**config.mk**
```make
export PLATFORM = sky130hd
export DESIGN_NAME = crc_encoder_ctrl
export DESIGN_NICKNAME = d
export VERILOG_FILES = /design/src/rtl/crc_encoder_ctrl.sv
export SDC_FILE = /design/constraint.sdc
export NUM_CORES = 1
export LEC_CHECK = 0
export ABC_AREA = 1
export BUFFER_PORTS_ARGS = -buffer_cell sky130_fd_sc_hd__buf_4
export CELL_PAD_IN_SITES_DETAIL_PLACEMENT = 1
export CELL_PAD_IN_SITES_GLOBAL_PLACEMENT = 1
export CORE_UTILIZATION = 25
export CTS_CLUSTER_DIAMETER = 30
export DETAILED_ROUTE_END_ITERATION = 7
export GPL_ROUTABILITY_DRIVEN = 0
export GPL_TIMING_DRIVEN = 0
export PLACE_DENSITY_LB_ADDON = 0.1
export SLEW_MARGIN = 20
export SYNTH_ARGS = -nofsm -noshare
export SYNTH_HDL_FRONTEND = slang
export SYNTH_SLANG_ARGS = --single-unit
export TNS_END_PERCENT = 10
```
**constraint.sdc**
```tcl
create_clock -name clk -period 2.2 [get_ports clk]
set_input_delay 0.33 -clock clk [delete_from_list [all_inputs] [get_ports clk]]
set_output_delay 0.33 -clock clk [all_outputs]
set_load 0.005 [all_outputs]
```
**src/rtl/crc_encoder_ctrl.sv**
```systemverilog
// ----------------------------------------------------------------------------
// crc_encoder_ctrl
//
// Purpose:
//   Sequences a serial CRC encoder through clear, load and SHIFT_CYCLES shift
//   cycles for one request at a time. It then captures the resulting 12-bit
//   codeword and 4-bit address into an output register that has its own
//   valid/ready handshake. Upstream logic never counts shift cycles itself.
//
// Optional feature macro:
//   CRC_CTRL_FRAME_CNT_EN - when defined, frame_cnt counts completed output
//                           handshakes and wraps modulo 256. When undefined,
//                           frame_cnt is tied to 8'h00.
//
// Ports:
//   clk, rst          rising-edge clock; asynchronous active-high reset
//   in_valid/ready    request handshake; in_data (8b) and in_addr (4b)
//   enc_clr           one-cycle encoder clear strobe (ORed into encoder rst)
//   enc_load          encoder load strobe
//   enc_shift_en      encoder shift enable, high for SHIFT_CYCLES cycles
//   enc_data/addr     held request presented to the encoder
//   enc_codeword      encoder data_out (12b)
//   enc_addr_ret      encoder addr_out (4b)
//   out_valid/ready   result handshake; out_data (12b) and out_addr (4b)
//   frame_cnt         completed-codeword counter (see macro above)
// ----------------------------------------------------------------------------
module crc_encoder_ctrl #(
  parameter int unsigned SHIFT_CYCLES = 12
) (
  input  logic        clk,
  input  logic        rst,
  input  logic        in_valid,
  output logic        in_ready,
  input  logic [7:0]  in_data,
  input  logic [3:0]  in_addr,
  output logic        enc_clr,
  output logic        enc_load,
  output logic        enc_shift_en,
  output logic [7:0]  enc_data,
  output logic [3:0]  enc_addr,
  input  logic [11:0] enc_codeword,
  input  logic [3:0]  enc_addr_ret,
  output logic        out_valid,
  input  logic        out_ready,
  output logic [11:0] out_data,
  output logic [3:0]  out_addr,
  output logic [7:0]  frame_cnt
);

  // The counter is wide enough to hold SHIFT_CYCLES itself, so it never wraps.
  localparam int unsigned      CNT_W    = $clog2(SHIFT_CYCLES + 1);
  localparam logic [CNT_W-1:0] CNT_LAST = CNT_W'(SHIFT_CYCLES - 1);
  localparam logic [CNT_W-1:0] CNT_ONE  = CNT_W'(1);

  typedef enum logic [2:0] {
    ST_IDLE    = 3'd0,
    ST_CLEAR   = 3'd1,
    ST_LOAD    = 3'd2,
    ST_SHIFT   = 3'd3,
    ST_CAPTURE = 3'd4
  } state_e;

  state_e           state_q, state_d;
  logic [CNT_W-1:0] cnt_q, cnt_d;
  logic             in_ready_q;
  logic             enc_clr_q, enc_load_q, enc_shift_q;
  logic [7:0]       hold_data_q;
  logic [3:0]       hold_addr_q;
  logic             out_valid_q;
  logic [11:0]      out_data_q;
  logic [3:0]       out_addr_q;

  logic             accept_s;
  logic             cap_load_s;
  logic             out_fire_s;
  logic             out_free_s;

  // Next-state, shift-count and handshake decode
  always_comb begin
    state_d    = state_q;
    cnt_d      = cnt_q;
    accept_s   = 1'b0;
    cap_load_s = 1'b0;
    out_fire_s = out_valid_q & out_ready;
    // The output register is free if it is empty or being drained this cycle.
    out_free_s = (~out_valid_q) | out_ready;
    case (state_q)
      ST_IDLE: begin
        if (in_valid && in_ready_q) begin
          accept_s = 1'b1;
          state_d  = ST_CLEAR;
        end else begin
          state_d  = ST_IDLE;
        end
      end
      ST_CLEAR: begin
        state_d = ST_LOAD;
      end
      ST_LOAD: begin
        cnt_d   = '0;
        state_d = ST_SHIFT;
      end
      ST_SHIFT: begin
        if (cnt_q == CNT_LAST) begin
          state_d = ST_CAPTURE;
        end else begin
          cnt_d   = cnt_q + CNT_ONE;
          state_d = ST_SHIFT;
        end
      end
      ST_CAPTURE: begin
        // While stalled, all strobes are low, so the encoder holds its result.
        if (out_free_s) begin
          cap_load_s = 1'b1;
          state_d    = ST_IDLE;
        end else begin
          state_d    = ST_CAPTURE;
        end
      end
      default: begin
        state_d = ST_IDLE;
      end
    endcase
  end

  // FSM state, registered strobes, request holding register and output register
  always_ff @(posedge clk or posedge rst) begin
    if (rst) begin
      state_q     <= ST_IDLE;
      cnt_q       <= '0;
      in_ready_q  <= 1'b1;
      enc_clr_q   <= 1'b0;
      enc_load_q  <= 1'b0;
      enc_shift_q <= 1'b0;
      hold_data_q <= 8'h00;
      hold_addr_q <= 4'h0;
      out_valid_q <= 1'b0;
      out_data_q  <= 12'h000;
      out_addr_q  <= 4'h0;
    end else begin
      state_q     <= state_d;
      cnt_q       <= cnt_d;
      // Strobes are decoded from the next state, so each flop is high exactly
      // while the FSM sits in the matching state.
      in_ready_q  <= (state_d == ST_IDLE);
      enc_clr_q   <= (state_d == ST_CLEAR);
      enc_load_q  <= (state_d == ST_LOAD);
      enc_shift_q <= (state_d == ST_SHIFT);
      if (accept_s) begin
        hold_data_q <= in_data;
        hold_addr_q <= in_addr;
      end
      // A reload in the same cycle as a drain wins, so out_valid stays high.
      if (cap_load_s) begin
        out_valid_q <= 1'b1;
        out_data_q  <= enc_codeword;
        out_addr_q  <= enc_addr_ret;
      end else if (out_fire_s) begin
        out_valid_q <= 1'b0;
      end
    end
  end

`ifdef CRC_CTRL_FRAME_CNT_EN
  logic [7:0] frame_cnt_q;

  // Completed-handshake counter, wraps modulo 256
  always_ff @(posedge clk or posedge rst) begin
    if (rst) begin
      frame_cnt_q <= 8'h00;
    end else if (out_fire_s) begin
      frame_cnt_q <= frame_cnt_q + 8'h01;
    end
  end

  assign frame_cnt = frame_cnt_q;
`else
  assign frame_cnt = 8'h00;
`endif

  assign in_ready     = in_ready_q;
  assign enc_clr      = enc_clr_q;
  assign enc_load     = enc_load_q;
  assign enc_shift_en = enc_shift_q;
  assign enc_data     = hold_data_q;
  assign enc_addr     = hold_addr_q;
  assign out_valid    = out_valid_q;
  assign out_data     = out_data_q;
  assign out_addr     = out_addr_q;

endmodule

```
==> flow_summary.json, run 1 <==
{
  "outcome": "completed",
  "syn-instance-count": 192,
  "startpoint": "cnt_q[0]$_DFFE_PP0P_",
  "slowest_stage": "dfrtp_1",
  "clkSlewWorstSetupHoldPaths_ns": 0.08,
  "skew_ns": 0.00486,
  "final_nets": 304,
  "cts_tree": "built",
  "cts.sinks": 40,
  "synth_area_leader_cell": "dfrtp_1",
  "timing.fmax_ghz": 0.745,
  "synth_most_common_cell": "nand2_1",
  "synth_fa_ha_area_frac": 0.00722,
  "netlist_area_mm2": 0.00173,
  "initial_core_util": 0.266,
  "numCtsBuffers": 5,
  "fin_ws_ns": 0.859,
  "post_cts_buffers": 0,
  "grt_pass1_wl_um": 7000,
  "critPathKind": "flip-flop to flip-flop",
  "clkLatencyLatePin_ns": 0.29,
  "synth_area_leaders": "dfrtp_1 (56%), nand2_1 (15%), inv_1 (5.8%)",
  "hpwl_um": 3170,
  "dr.pass1.iters": 4,
  "yosysWarnings": 0,
  "yosysSeqAreaShare": 0.578,
  "avgSynthCellArea_um2": 9.03,
  "htree_levels": 2,
  "comb_power_share": 0.225,
  "drc": 0,
  "synth_edf_count": 0,
  "p_per_area_mw_per_mm2": 795,
  "rows": 29,
  "seqPwrFrac": 0.475,
  "cp_slowest_stage_delay_ns": 0.43,
  "netlist.area_leader.share": 0.563,
  "dr_total_vias": 1449,
  "drtIter0Drc": 30,
  "ant_nets": 0,
  "r2r_start": "cnt_q[0]$_DFFE_PP0P_",
  "yosys.area_share.simple": 0.211,
  "synthXorXnorAreaFrac": 0.00505,
  "crit_path_end_kind": "flip-flop",
  "core_mm2": 0.00653,
  "drv_slew": 0,
  "arrival_ns": 1.56,
  "die_w_um": 85.3,
  "grt_setup_unrepaired": "no",
  "report.final.setup_viol": 0,
  "synth_compound_area_frac": 0.0700,
  "globalRoute.totalOverflow": 0,
  "hold_viol_final": 0,
  "die_h_um": 85.3,
  "routed_via_density": 4.15,
  "synth_top_family_by_area": "simple AND/OR/NAND/NOR gates",
  "synth-async-reset-ratio": 1.00,
  "totalWireLength_um": 4160,
  "cts_buffer_depth": 2,
  "ctsResizeCount": 0,
  "crit_chain": "ha_1, nand3_1, o21ai_4, nand2_1, nor2_1",
  "swShare": 0.297,
  "finalSetupTns_ns": 0,
  "grt_pass1_vias": 1495,
  "antenna_found_initial": 0,
  "vdd_drop_max_v": 0.000433,
  "p_sw_w": 0.000583,
  "p_leak_nw": 1.37,
  "cap_violations": 0,
  "synthMuxAreaShare": 0,
  "ctsHoldBuffers": 0,
  "die_area_mm2": 0.00727,
  "cts_root_buffer": "clkbuf_8",
  "wire_per_inst_um": 11.9,
  "worst_ep_required_time_ns": 2.42,
  "p_int_w": 0.00138,
  "areaGrowthSynthToFinish_pct": 42.6,
  "min_period_ns": 1.34,
  "ys_ff_latch": 40,
  "synthDistinctLibCells": 23,
  "min_period_over_period": 0.610,
  "startpoint_type": "flip-flop",
  "ys_top_cells_by_count": "nand2_1 (69), dfrtp_1 (39), inv_1 (27), o21ai_0 (18), buf_4 (9)",
  "ios": 73,
  "antenna-diode-count": 0,
  "place_ws_ns": 0.863,
  "grt_max_degree": 24,
  "track_usage": 0.122,
  "worstHoldPathType": "input port to asynchronous set/reset pin",
  "port_buffers": 64,
  "drive_gt1_frac": 0.349,
  "clkPwrFrac": 0.300,
  "cp_max_fo": 9,
  "synth_top_flop_cell": "dfrtp_1"
}
[registers in the layout, summed over array words and instances, names as in the netlist]
name / cells
out_addr: 4
out_data: 12
enc_addr: 4
out_valid: 1
enc_clr: 1
enc_data: 8
cnt_q: 4
state_q: 3
enc_shift_en: 1
enc_load: 1
in_ready: 1
[through the flow]
stage,power [W],hold slack (ns),area [um2],util,instances
after CTS,0.00201,0.0515,2470,0.379,349
after floorplan,0.00119,0.440,1760,-,199
after detailed placement,0.00140,0.376,2360,0.362,341
after global routing,0.00211,0.0678,2470,0.379,349
after global placement,0.00138,0.467,2340,0.358,340
final,0.00196,0.0431,2470,0.379,349
[worst max-delay path, delay by kind of cell (launching register included)]
family / cells / cell delay (ns)
flip-flops: 1 / 0.43
AND/OR/NAND/NOR: 3 / 0.36
AO/OA/AOI/OAI: 1 / 0.25
adder cells (fa/ha/maj): 1 / 0.23
[power groups by stage]
stage | Clock (W) | Combinational (W) | Sequential, W
after CTS | 0.000618 | 0.000457 | 0.000935
after detailed placement | 0 | 0.000456 | 0.000945
after global routing | 0.000646 | 0.000515 | 0.000948
final | 0.000590 | 0.000441 | 0.000933
after floorplan | 0 | 0.000261 | 0.000932
after global placement | 0 | 0.000435 | 0.000944
[area by class of cell]
type                            instances  area [um2]
Sequential cell                        40        1000
Multi-Input combinational cell        116         539
Clock buffer                            6        72.6
Fill cell                             766        4060
Buffer                                 13         106
Clock inverter                          2        35.0
Timing Repair Buffer                   65         508
Tap cell                               77        96.3
Inverter                               30         113
[kinds of logic after synthesis]
logic type | count (synthesis)
adder cells (fa/ha/maj) | 1
XOR/XNOR | 1
AO/OA/AOI/OAI | 22
AND/OR/NAND/NOR | 84
buffers and inverters | 43
other | 1
flip-flops | 40
[worst paths after layout]
kind                                           endpoint  slack, ns  cells past startpoint
worst max-delay path                 in_ready$_DFF_PP1_       0.86                      5
worst min-delay path                  enc_clr$_DFF_PP0_       0.04                      2
worst max register to register       in_ready$_DFF_PP1_       0.86                      5
worst min register to register  enc_data[5]$_DFFE_PP0N_       0.49                      2
max in group asynchronous          state_q[2]$_DFF_PP0_       1.70                      3
min in group clk                enc_addr[3]$_DFFE_PP0N_       0.23                      3
[placed cells by master, fill, tap and decap left out]
cell	Yosys	routed
a21oi_1	1	1
buf_16	0	1
buf_2	1	1
buf_4	9	73
buf_6	3	3
bufinv_16	0	1
clkbuf_1	0	1
clkbuf_8	0	5
clkinv_2	0	1
conb_1	1	8
dfrtp_1	39	39
dfstp_2	1	1
ha_1	1	1
inv_1	27	26
inv_2	3	4
nand2_1	69	69
nand3_1	5	5
nand3_4	1	1
nand4_1	1	1
nand4_4	1	1
nor2_1	4	4
nor2_2	1	1
nor2_4	1	1
nor3_1	1	1
o21ai_0	18	18
o21ai_1	2	2
o21ai_4	1	1
xor2_1	1	1
[layer usage]
| metal | part of all wire | vias up | wire length, um | GRT usage |
|---|---|---|---|---|
| met2 | 0.47 | 49 | 1950 | 0.209 |
| li1 | - | 721 | - | - |
| met3 | 0.060 | 8 | 249 | 0.0282 |
| met1 | 0.46 | 671 | 1900 | 0.151 |
| met5 | 0 | - | 0 | 0 |
| met4 | 0.014 | 0 | 57 | 0.0455 |
Power figures use the tool's default switching activity.
==> inputs of run 2 (changes only) <==
- clock period: 2.2 -> 1.4 ns (I/O delays scaled with it)
==> run 2 against run 1 <==
- clock-buffer cell count did not move
- critical path depth did not move
- clock skew barely moved
- sequential cell count unchanged
- worst hold slack better by 0.070 ns
- critical path type unchanged
- largest cell class unchanged
==> flow_summary.json, run 2 (synthesis results as in run 1) <==
{
  "numCtsBuffers": 5,
  "antenna_found_initial": 0,
  "initial_core_util": 0.266,
  "dr_total_vias": 1457,
  "drc": 0,
  "outcome": "completed",
  "drv_slew": 0,
  "mostFrequentLayoutCell": "buf_4",
  "critPathKind": "flip-flop to flip-flop",
  "ios": 73,
  "cp_max_fo": 10,
  "multi_input_area_um2": 542,
  "register_area_mm2": 0.00100,
  "wire_per_inst_um": 11.9,
  "startpoint_type": "flip-flop",
  "timing.fmax_ghz": 0.766,
  "areaGrowthSynthToFinish_pct": 43.4,
  "layout_common_cells": "buf_4 (73), nand2_1 (69), dfrtp_1 (38)",
  "drive_gt1_frac": 0.355,
  "worst_ep_required_time_ns": 1.57,
  "report.final.setup_viol": 0,
  "cts_root_buffer": "clkbuf_8",
  "whs_path_depth": 3,
  "r2r-end": "out_addr[2]$_DFFE_PP0P_",
  "regToRegSetupSlack_ns": 0.09,
  "globalRoute.totalOverflow": 0,
  "final_nets": 305,
  "die_w_um": 85.3,
  "track_usage": 0.122,
  "cp_slowest_stage_delay_ns": 0.45,
  "worstHoldPathType": "input port to flip-flop",
  "grt_setup_unrepaired": "no",
  "crit_path_end_kind": "flip-flop",
  "die_area_mm2": 0.00727,
  "rr_worst_depth": 5,
  "cts_tree": "built",
  "grt_pass1_vias": 1488,
  "htree_levels": 2,
  "antenna-diode-count": 0,
  "crit_chain": "nor2_4, nand3_4, buf_2, nand2_1, o21ai_0",
  "arrival_ns": 1.48,
  "p_leak_nw": 1.37,
  "post_cts_buffers": 0,
  "dr.pass1.iters": 4,
  "grt_pass1_wl_um": 7000,
  "die_h_um": 85.3,
  "min_period_over_period": 0.933,
  "p_per_area_mw_per_mm2": 1250,
  "startpoint": "state_q[1]$_DFF_PP0_",
  "cts_buffer_depth": 2,
  "fillers": 765,
  "port_buffers": 64,
  "design_area_mm2": 0.00249,
  "grt_max_degree": 24,
  "rows": 29,
  "routed_via_density": 4.16,
  "min_period_ns": 1.31,
  "clkLatencyLatePin_ns": 0.29,
  "cp-endpoint": "out_addr[2]$_DFFE_PP0P_",
  "ant_nets": 0,
  "clkSlewWorstSetupHoldPaths_ns": 0.08,
  "cts.sinks": 40,
  "hold_viol_final": 0,
  "finalSetupTns_ns": 0,
  "hpwl_um": 3170,
  "slowest_stage": "dfrtp_1",
  "r2r_start": "state_q[1]$_DFF_PP0_",
  "placed_area_mm2": 0.00236,
  "vdd_drop_max_v": 0.000680,
  "largest_reg_flops": 12,
  "totalWireLength_um": 4150,
  "cap_violations": 0,
  "drtIter0Drc": 39,
  "core_mm2": 0.00653,
  "skew_ns": 0.00485
}
[run 2: stage by stage]
step | hold WS [ns] | setup slack [ns] | util | std cells | total power (W)
floorplan | 0.320 | 0.255 | - | 199 | 0.00187
global placement | 0.410 | -0.405 | 0.358 | 340 | 0.00217
detailed placement | 0.256 | 0.0635 | 0.362 | 341 | 0.00220
CTS | 0.100 | 0.0110 | 0.380 | 350 | 0.00316
global route | 0.104 | 0.00230 | 0.381 | 350 | 0.00332
finish | 0.113 | 0.0937 | 0.381 | 350 | 0.00310
[run 2: layout make-up]
type                            instances  area share
Buffer                                 13      0.0428
Clock buffer                            6      0.0292
Clock inverter                          2      0.0141
Inverter                               30      0.0453
Multi-Input combinational cell        116       0.218
Sequential cell                        40       0.404
Tap cell                               77      0.0388
Timing Repair Buffer                   66       0.208
[run 2: worst min path at each step]
stage	slack, ns	endpoint	startpoint
after floorplan	0.32	enc_addr[0]$_DFFE_PP0N_	in_addr[0]
after global placement	0.41	enc_data[6]$_DFFE_PP0N_	in_data[6]
after detailed placement	0.26	enc_clr$_DFF_PP0_	rst
after CTS	0.10	enc_addr[3]$_DFFE_PP0N_	in_addr[3]
after global routing	0.10	enc_data[0]$_DFFE_PP0N_	in_data[0]
final	0.11	enc_addr[3]$_DFFE_PP0N_	in_addr[3]
[run 2: power by group]
part | leakage [nW] | internal [W] | switching, W | total [W]
clock | 0.0552 | 0.000529 | 0.000399 | 0.000928
combinational | 0.799 | 0.000333 | 0.000364 | 0.000697
sequential | 0.519 | 0.00131 | 0.000156 | 0.00147
total | 1.37 | 0.00218 | 0.000918 | 0.00310
[run 2: routing by layer]
| metal | part of all wire | vias to the layer above | GRT usage |
|---|---|---|---|
| li1 | - | 724 | - |
| met1 | 0.45 | 676 | 0.151 |
| met2 | 0.47 | 49 | 0.209 |
| met3 | 0.060 | 8 | 0.0282 |
| met4 | 0.014 | 0 | 0.0455 |
| met5 | 0 | - | 0 |
[run 2: critical path, delay by kind of cell, from the launching register on]
kind / cells / cell delay, ns
AND/OR/NAND/NOR: 3 / 0.45
AO/OA/AOI/OAI: 1 / 0.08
flip-flops: 1 / 0.45
buffers and inverters: 1 / 0.22
[run 2: repair_timing]
action / CTS / global route
endpoints found under the setup margin: 0 / 3
resized for setup: 0 / 2
endpoints found under the hold margin: 16 / 0
hold buffers: 1 / 0
